<file path="src/rtl/if_stage1_pkg.sv">
// Shared widths, bus payload layouts and FSM encoding for the IF1 fetch stage.
package if_stage1_pkg;

  localparam int unsigned IF0_TO_IF1_BUS_WD = 40;
  localparam int unsigned IF1_TO_ID_BUS_WD  = 168;
  localparam int unsigned QDEPTH            = 2;
  localparam int unsigned PTR_W             = 1;
  localparam int unsigned CNT_W             = 2;
  localparam int unsigned SUM_W             = 3;
  localparam int unsigned PC_W              = 32;
  localparam int unsigned INST_W            = 32;
  localparam int unsigned DATA_W            = 128;

  // Field offsets inside the IF1->ID packet.
  localparam int unsigned PKT_INST0_LSB = 0;
  localparam int unsigned PKT_PC_LSB    = DATA_W;
  localparam int unsigned PKT_JUMP_LSB  = DATA_W + PC_W;
  localparam int unsigned PKT_VALID_LSB = DATA_W + PC_W + 4;

  localparam logic [CNT_W-1:0] DISCARD_MAX = CNT_W'(2);

  // IF0 request metadata, laid out exactly as if0_if1_bus.
  typedef struct packed {
    logic [3:0]      pc_valid;
    logic [3:0]      pc_is_jump;
    logic [PC_W-1:0] pc;
  } if0_meta_t;

  // Fetch packet, laid out exactly as if1_id_bus (inst0 in the low word).
  typedef struct packed {
    if0_meta_t         meta;
    logic [DATA_W-1:0] inst;
  } if1_pkt_t;

  // One fetch-queue slot.
  typedef struct packed {
    if0_meta_t         meta;
    logic [DATA_W-1:0] data;
    logic              data_valid;
  } qentry_t;

  typedef enum logic {
    ST_NORMAL = 1'b0,
    ST_DRAIN  = 1'b1
  } state_e;

  // Clamp a discard total to the maximum number of responses that can be owed.
  function automatic logic [CNT_W-1:0] sat_disc(input logic [SUM_W-1:0] x);
    return (x > SUM_W'(DISCARD_MAX)) ? DISCARD_MAX : x[CNT_W-1:0];
  endfunction

endpackage

</file>
<file path="src/rtl/if_stage1_if.sv">
// IF0 / cache / ID facing signals of the IF1 stage.
interface if_stage1_if;
  import if_stage1_pkg::*;

  logic                         flush_IF;
  logic                         IF0_valid;
  logic                         IF1_ready;
  logic [IF0_TO_IF1_BUS_WD-1:0] if0_if1_bus;
  logic                         data_ok;
  logic [DATA_W-1:0]            rdata;
  logic                         IF1_valid;
  logic [IF1_TO_ID_BUS_WD-1:0]  if1_id_bus;
  logic                         ID_ready;

  modport slave (
    input  flush_IF, IF0_valid, if0_if1_bus, data_ok, rdata, ID_ready,
    output IF1_ready, IF1_valid, if1_id_bus
  );

  modport master (
    output flush_IF, IF0_valid, if0_if1_bus, data_ok, rdata, ID_ready,
    input  IF1_ready, IF1_valid, if1_id_bus
  );

endinterface

</file>
<file path="src/rtl/if_stage1_fetch_queue.sv">
// Two-entry in-order queue pairing request metadata with cache data.
module if_stage1_fetch_queue
  import if_stage1_pkg::*;
(
  input  logic              clk,
  input  logic              rst,
  input  logic              flush_i,
  input  logic              cap_i,
  input  if0_meta_t         cap_meta_i,
  input  logic              fill_i,
  input  logic [DATA_W-1:0] fill_data_i,
  input  logic              id_ready_i,
  output logic              pkt_valid_o,
  output if1_pkt_t          pkt_o,
  output logic [CNT_W-1:0]  used_nxt_c,
  output logic [CNT_W-1:0]  awaiting_c
);

  qentry_t           mem_q [QDEPTH];
  qentry_t           mem_d [QDEPTH];
  logic [PTR_W-1:0]  head_q, head_d;
  logic [PTR_W-1:0]  tail_q, tail_d;
  logic [PTR_W-1:0]  fill_q, fill_d;
  logic [CNT_W-1:0]  used_q, used_d;
  logic [CNT_W-1:0]  dv_cnt;
  logic              pop_c;
  qentry_t           head_ent;
  qentry_t           nxt_ent;
  logic              pkt_valid_q;
  if1_pkt_t          pkt_q;

  // Occupied entries still waiting for their cache response.
  always_comb begin
    dv_cnt = '0;
    for (int i = 0; i < int'(QDEPTH); i++) begin
      dv_cnt = dv_cnt + CNT_W'(mem_q[i].data_valid);
    end
    awaiting_c = used_q - dv_cnt;
  end

  // Next queue state: pop (ID accept or bubble retire), fill, capture; flush wins.
  always_comb begin
    for (int i = 0; i < int'(QDEPTH); i++) begin
      mem_d[i] = mem_q[i];
    end
    head_d   = head_q;
    tail_d   = tail_q;
    fill_d   = fill_q;
    used_d   = used_q;
    head_ent = mem_q[head_q];
    pop_c    = head_ent.data_valid && ((head_ent.meta.pc_valid == '0) || id_ready_i);
    if (flush_i) begin
      for (int i = 0; i < int'(QDEPTH); i++) begin
        mem_d[i] = '0;
      end
      head_d = '0;
      tail_d = '0;
      fill_d = '0;
      used_d = '0;
    end else begin
      if (pop_c) begin
        mem_d[head_q].data_valid = 1'b0;
        head_d = head_q + PTR_W'(1);
      end
      if (fill_i && (awaiting_c != '0)) begin
        mem_d[fill_q].data       = fill_data_i;
        mem_d[fill_q].data_valid = 1'b1;
        fill_d = fill_q + PTR_W'(1);
      end
      if (cap_i) begin
        mem_d[tail_q].meta       = cap_meta_i;
        mem_d[tail_q].data       = '0;
        mem_d[tail_q].data_valid = 1'b0;
        tail_d = tail_q + PTR_W'(1);
      end
      used_d = used_q + CNT_W'(cap_i) - CNT_W'(pop_c);
    end
    used_nxt_c = used_d;
    nxt_ent    = mem_d[head_d];
  end

  // Queue state and registered view of the next head packet.
  always_ff @(posedge clk or posedge rst) begin
    if (rst) begin
      for (int i = 0; i < int'(QDEPTH); i++) begin
        mem_q[i] <= '0;
      end
      head_q      <= '0;
      tail_q      <= '0;
      fill_q      <= '0;
      used_q      <= '0;
      pkt_valid_q <= 1'b0;
      pkt_q       <= '0;
    end else begin
      for (int i = 0; i < int'(QDEPTH); i++) begin
        mem_q[i] <= mem_d[i];
      end
      head_q      <= head_d;
      tail_q      <= tail_d;
      fill_q      <= fill_d;
      used_q      <= used_d;
      pkt_valid_q <= nxt_ent.data_valid && (nxt_ent.meta.pc_valid != '0);
      pkt_q.meta  <= nxt_ent.meta;
      pkt_q.inst  <= nxt_ent.data;
    end
  end

  assign pkt_valid_o = pkt_valid_q;
  assign pkt_o       = pkt_q;

endmodule

</file>
<file path="src/rtl/if_stage1.sv">
// IF1 fetch stage: request handshake, flush discard accounting and drain FSM.
module if_stage1
  import if_stage1_pkg::*;
(
  input  logic        clk,
  input  logic        rst,
  if_stage1_if.slave  bus
);

  logic             cap_pend_q, cap_pend_d;
  logic             ready_q, ready_d;
  logic [CNT_W-1:0] disc_q, disc_d;
  state_e           state_q, state_d;
  logic             accept_c;
  logic             capture_c;
  logic             fill_c;
  logic [SUM_W-1:0] disc_sum;
  logic [CNT_W-1:0] used_nxt_c;
  logic [CNT_W-1:0] awaiting_c;
  logic             pkt_valid;
  if1_pkt_t         pkt;

  if_stage1_fetch_queue u_queue (
    .clk         (clk),
    .rst         (rst),
    .flush_i     (bus.flush_IF),
    .cap_i       (capture_c),
    .cap_meta_i  (if0_meta_t'(bus.if0_if1_bus)),
    .fill_i      (fill_c),
    .fill_data_i (bus.rdata),
    .id_ready_i  (bus.ID_ready),
    .pkt_valid_o (pkt_valid),
    .pkt_o       (pkt),
    .used_nxt_c  (used_nxt_c),
    .awaiting_c  (awaiting_c)
  );

  // Request acceptance, capture, fill and ready for the next cycle.
  always_comb begin
    accept_c   = bus.IF0_valid && ready_q && !bus.flush_IF;
    cap_pend_d = accept_c;
    capture_c  = cap_pend_q && !bus.flush_IF;
    fill_c     = bus.data_ok && (disc_q == '0) && !bus.flush_IF;
    ready_d    = (SUM_W'(used_nxt_c) + SUM_W'(cap_pend_d)) < SUM_W'(2);
  end

  // Responses owed to flushed requests; a response in the flush cycle is one of them.
  always_comb begin
    disc_d   = disc_q;
    disc_sum = SUM_W'(disc_q) + SUM_W'(awaiting_c) + SUM_W'(cap_pend_q);
    if (bus.flush_IF) begin
      if (bus.data_ok && (disc_sum != '0)) begin
        disc_sum = disc_sum - SUM_W'(1);
      end
      disc_d = sat_disc(disc_sum);
    end else if (bus.data_ok && (disc_q != '0)) begin
      disc_d = disc_q - CNT_W'(1);
    end
  end

  // Drain FSM next state: stay in DRAIN while responses are still owed.
  always_comb begin
    state_d = state_q;
    case (state_q)
      ST_NORMAL: if (disc_d != '0) state_d = ST_DRAIN;
      ST_DRAIN:  if (disc_d == '0) state_d = ST_NORMAL;
      default:   state_d = ST_NORMAL;
    endcase
  end

  // Handshake, discard counter and FSM state registers.
  always_ff @(posedge clk or posedge rst) begin
    if (rst) begin
      cap_pend_q <= 1'b0;
      ready_q    <= 1'b1;
      disc_q     <= '0;
      state_q    <= ST_NORMAL;
    end else begin
      cap_pend_q <= cap_pend_d;
      ready_q    <= ready_d;
      disc_q     <= disc_d;
      state_q    <= state_d;
    end
  end

  assign bus.IF1_ready  = ready_q;
  assign bus.IF1_valid  = pkt_valid;
  assign bus.if1_id_bus = pkt;

  // A response outside a discard window must find an entry waiting for it.
  assert property (@(posedge clk) disable iff (rst)
    (bus.data_ok && !bus.flush_IF && (disc_q == '0)) |-> (awaiting_c != '0));

endmodule

</file>
<file path="src/flat_wrapper.sv">
// flat-port wrapper written by rule: the top's interface ports become plain ports
module if_stage1_flat import if_stage1_pkg::*;
  (clk, rst, bus_flush_IF, bus_IF0_valid, bus_if0_if1_bus, bus_data_ok, bus_rdata, bus_ID_ready, bus_IF1_ready, bus_IF1_valid, bus_if1_id_bus);
  if_stage1_if bus_i ();
  input  logic clk;
  input  logic rst;
  input wire logic [$bits(bus_i.flush_IF)-1:0] bus_flush_IF;
  input wire logic [$bits(bus_i.IF0_valid)-1:0] bus_IF0_valid;
  input wire logic [$bits(bus_i.if0_if1_bus)-1:0] bus_if0_if1_bus;
  input wire logic [$bits(bus_i.data_ok)-1:0] bus_data_ok;
  input wire logic [$bits(bus_i.rdata)-1:0] bus_rdata;
  input wire logic [$bits(bus_i.ID_ready)-1:0] bus_ID_ready;
  output wire logic [$bits(bus_i.IF1_ready)-1:0] bus_IF1_ready;
  output wire logic [$bits(bus_i.IF1_valid)-1:0] bus_IF1_valid;
  output wire logic [$bits(bus_i.if1_id_bus)-1:0] bus_if1_id_bus;
  assign bus_i.flush_IF = bus_flush_IF;
  assign bus_i.IF0_valid = bus_IF0_valid;
  assign bus_i.if0_if1_bus = bus_if0_if1_bus;
  assign bus_i.data_ok = bus_data_ok;
  assign bus_i.rdata = bus_rdata;
  assign bus_i.ID_ready = bus_ID_ready;
  assign bus_IF1_ready = bus_i.IF1_ready;
  assign bus_IF1_valid = bus_i.IF1_valid;
  assign bus_if1_id_bus = bus_i.if1_id_bus;
  if_stage1 u_core (.clk(clk), .rst(rst), .bus(bus_i));
endmodule
</file>
<file path="config.mk">
export PLATFORM = sky130hd
export DESIGN_NAME = if_stage1_flat
export DESIGN_NICKNAME = d
export VERILOG_FILES = /design/src/rtl/if_stage1_pkg.sv /design/src/rtl/if_stage1_if.sv /design/src/rtl/if_stage1_fetch_queue.sv /design/src/rtl/if_stage1.sv /design/src/flat_wrapper.sv
export SDC_FILE = /design/constraint.sdc
export NUM_CORES = 1
export LEC_CHECK = 0
export BUFFER_PORTS_ARGS = -buffer_cell sky130_fd_sc_hd__buf_4
export CAP_MARGIN = 20
export CORE_MARGIN = 2
export CORE_UTILIZATION = 50
export DETAILED_ROUTE_END_ITERATION = 7
export MAX_ROUTING_LAYER = met4
export PLACE_DENSITY_LB_ADDON = 0.08
export SYNTH_ARGS = -nofsm -noshare
export SYNTH_HDL_FRONTEND = slang
export SYNTH_SLANG_ARGS = --single-unit
</file>
<file path="constraint.sdc">
create_clock -name clk -period 14.85 [get_ports clk]
set_clock_uncertainty 0.15 [all_clocks]
set_input_delay 0.7425 -clock clk [delete_from_list [all_inputs] [get_ports clk]]
set_output_delay 0.7425 -clock clk [all_outputs]
set_load 0.05 [all_outputs]
</file>
==> flow_summary.toml <==
[critical_path]
worst-setup-path-type = "flip-flop to flip-flop"
worstPathCellList = "inv_1, fa_1, ha_1, xnor2_1, a31oi_2, nand2_4, buf_4, buf_4, mux2i_1, o22ai_1"
critPathMaxStageDelay_ns = 0.83
endpoint_kind = "flip-flop"
required_ns = 15.11
cp_common_cell = "buf_4"
crit_fanout = 48
critPathArrivalTime_ns = 5.10
start_kind = "flip-flop"
slowest_stage = "buf_4"

[flow_run]
maxCapViolCount = 0

[routing]
drt-vias-per-instance = 5.37
drt-initial-drc-count = 791
drt_pre_antenna_iters = 5
drc = 0
wl_per_cell_um = 20.0
vias = 13000
wl_um = 48500
detail-route-antenna-nets = 0

[clocking]
cts_sinks = 516
cts_inserted_buffers = 53
ctsHoldBuffers = 0
ctsResizeCount = 0
clockBufferDepth = 3
clkLatencyLatePin_ns = 0.58
ctsHtreeMaxLevel = 2
tritoncts = "done"
post_cts_buffers = 0
root_buffer = "clkbuf_16"
path_clk_slew_ns = 0.06

[synthesis]
ys.flop_type = "dfrtp_1"
yosys.area.top_type_share_pct = 65.2
synth.area.top_cells = "dfrtp_1 (65%), mux2i_1 (13%), nor2_1 (5.1%), o22ai_1 (4.0%), mux2_2 (2.3%)"
async_reset_ff_share_pct = 100
synthCells = 1555
yosysMostFrequentCell = "dfrtp_1"
synth_top_area_cell = "dfrtp_1"
synth_edf_count = 0
synth_seq_cells = 516
syn-num-nets = 1739
ys_seq_area_share_pct = 65.3
synth.top_cells.by_count = "dfrtp_1 (515), nor2_1 (267), mux2i_1 (257)"
yosys_warnings = 0
synth_area_mm2 = 0.0198
postSynthAreaPerCell_um2 = 12.7
synth.distinct_cells = 38

[finish]
nets = 2046
area_delta_synth_final_pct = 23.6
layout-drive-gt1-share_pct = 26.2
layout.cells.non_filler = 2424
nFillCells = 3096

[sta]
fin_tns_setup_ns = 0
tightest_slew_ns = 1.09
final-max-slew-violation-count = 0
rsz0062_at_grt = "no"
relSlewSlack_pct = 27.0
fmax_mhz = 207
fin_crit_ns = 4.84
hold_viol_final = 0
timing.hold.ws_ns = 0.0873
fin_crit_sh_pct = 32.6
finalSetupViolCount = 0

[floorplanning]
die_y_um = 203
die-area_mm2 = 0.0412
fp-row-count = 72
die_w_um = 203
io_pins = 344
core_area_mm2 = 0.0388
initial_core_util_pct = 50.9

[place]
dp.cells = 2324
place_congestion = 0.772
detailed_place_hpwl_um = 28200
io_buffers = 343

[hold_path]
hp-class = "primary input to async pin"

[global_route]
grt-ovfl-total = 0
antenna_found_initial = 1
grt_max_degree = 187
grt_pass1_vias = 13900
grt_pass1_wl_um = 77400
track_usage_pct = 24.6

[power_and_ir_drop]
pwr_density_cell_mw_per_mm2 = 126
p_leak_nw = 13.7
vdd_ir_drop_max_mv = 0.103

[run_status]
outcome = "finished, final reports clean"
## placed cells by master, fill, tap and decap left out, drive strengths merged, types with 4 or more instances in the layout
cell type,count
a22o,38
dfrtp,515
clkinvlp,4
nand2b,46
inv,11
mux2i,257
buf,362
o22ai,128
o21ai,45
ha,7
nor2,267
clkbuf,81
clkinv,11
mux2,40
xnor2,5
a21oi,8
nand2,51
## cell type report
cell class,count,area [um2],share of cell area [%]
flip-flops and latches,516,12900,52.8
multi-input cells,918,6340,25.9
repair buffers,362,2750,11.2
clock buffers,81,1600,6.56
well taps,518,648,2.65
clock inverters,17,146,0.599
inverters,11,45.0,0.184
diodes,1,2.50,0.0102
## metal layers
layer	GRT usage [%]	up-vias	wire length, um
li1	-	5987	-
met1	32.1	6621	21000
met2	38.8	351	23200
met3	6.16	67	3360
met4	6.70	0	966
met5	-	-	0
## through the flow
step	worst slack [ns]	area, um2	total power (W)	utilization, %
2_1_floorplan	6.95	19800	0.00168	-
3_3_place_gp	10.06	22700	0.00179	58.4
3_5_place_dp	9.98	22700	0.00180	58.4
4_1_cts	9.96	24400	0.00312	62.9
5_1_grt	9.71	24400	0.00322	63.0
6_report	10.01	24400	0.00309	63.0
## sequential cells by signal, indices dropped and copies added, names as in the netlist
signal                      count
u_core.u_queue.pkt_o          168
u_core.u_queue.used_q           2
u_core.u_queue.fill_q           1
u_core.cap_pend_q               1
u_core.u_queue.pkt_valid_o      1
u_core.u_queue.mem_q          338
u_core.u_queue.tail_q           1
u_core.u_queue.head_q           1
u_core.bus.IF1_ready            1
u_core.disc_q                   2
## path summary, 6_finish.rpt
check                                                   from                                  to  slack (ns)  cells past startpoint
max                        u_core.u_queue.mem_q[0]$_DFF_PP0_  u_core.u_queue.pkt_o[58]$_DFF_PP0_       10.01                     10
min in group clk                               bus_IF0_valid         u_core.cap_pend_q$_DFF_PP0_        0.25                      3
min reg2reg                   u_core.bus.IF1_ready$_DFF_PP1_         u_core.cap_pend_q$_DFF_PP0_        0.34                      2
max in group asynchronous                                rst  u_core.u_queue.pkt_o[74]$_DFF_PP0_       12.57                      5
max reg2reg                u_core.u_queue.mem_q[0]$_DFF_PP0_  u_core.u_queue.pkt_o[58]$_DFF_PP0_       10.01                     10
min                                                      rst  u_core.u_queue.mem_q[21]$_DFF_PP0_        0.09                      2
## report_power, final
group / internal, W / total [W] / switching (W)
registers: 0.00144 / 0.00145 / 0.0000131
logic: 0.000110 / 0.000315 / 0.000205
clock network: 0.000778 / 0.00132 / 0.000539
## cells by family (layout without fill, tap and decap cells)
| family | count (synthesis) | after routing | synth area share (%) |
|---|---|---|---|
| buffers and inverters | 121 | 471 | 2.97 |
| adder cells (fa/ha/maj) | 10 | 10 | 0.747 |
| other | 0 | 1 | 0 |
| AO/OA/AOI/OAI | 229 | 229 | 7.54 |
| XOR/XNOR | 6 | 6 | 0.266 |
| flip-flops | 516 | 516 | 65.3 |
| multiplexers | 297 | 297 | 15.3 |
| AND/OR/NAND/NOR | 376 | 376 | 7.90 |
## worst max-delay path: cells and delay by family, from the launching register on
kind / cells / cell delay (ns)
compound gates: 2 / 0.32
xor+xnor: 1 / 0.26
fa+ha+maj: 2 / 0.80
buf+inv: 3 / 1.76
flops: 1 / 0.41
mux: 1 / 0.33
simple gates: 1 / 0.59
Note: power is estimated with default switching activity, not from simulation.
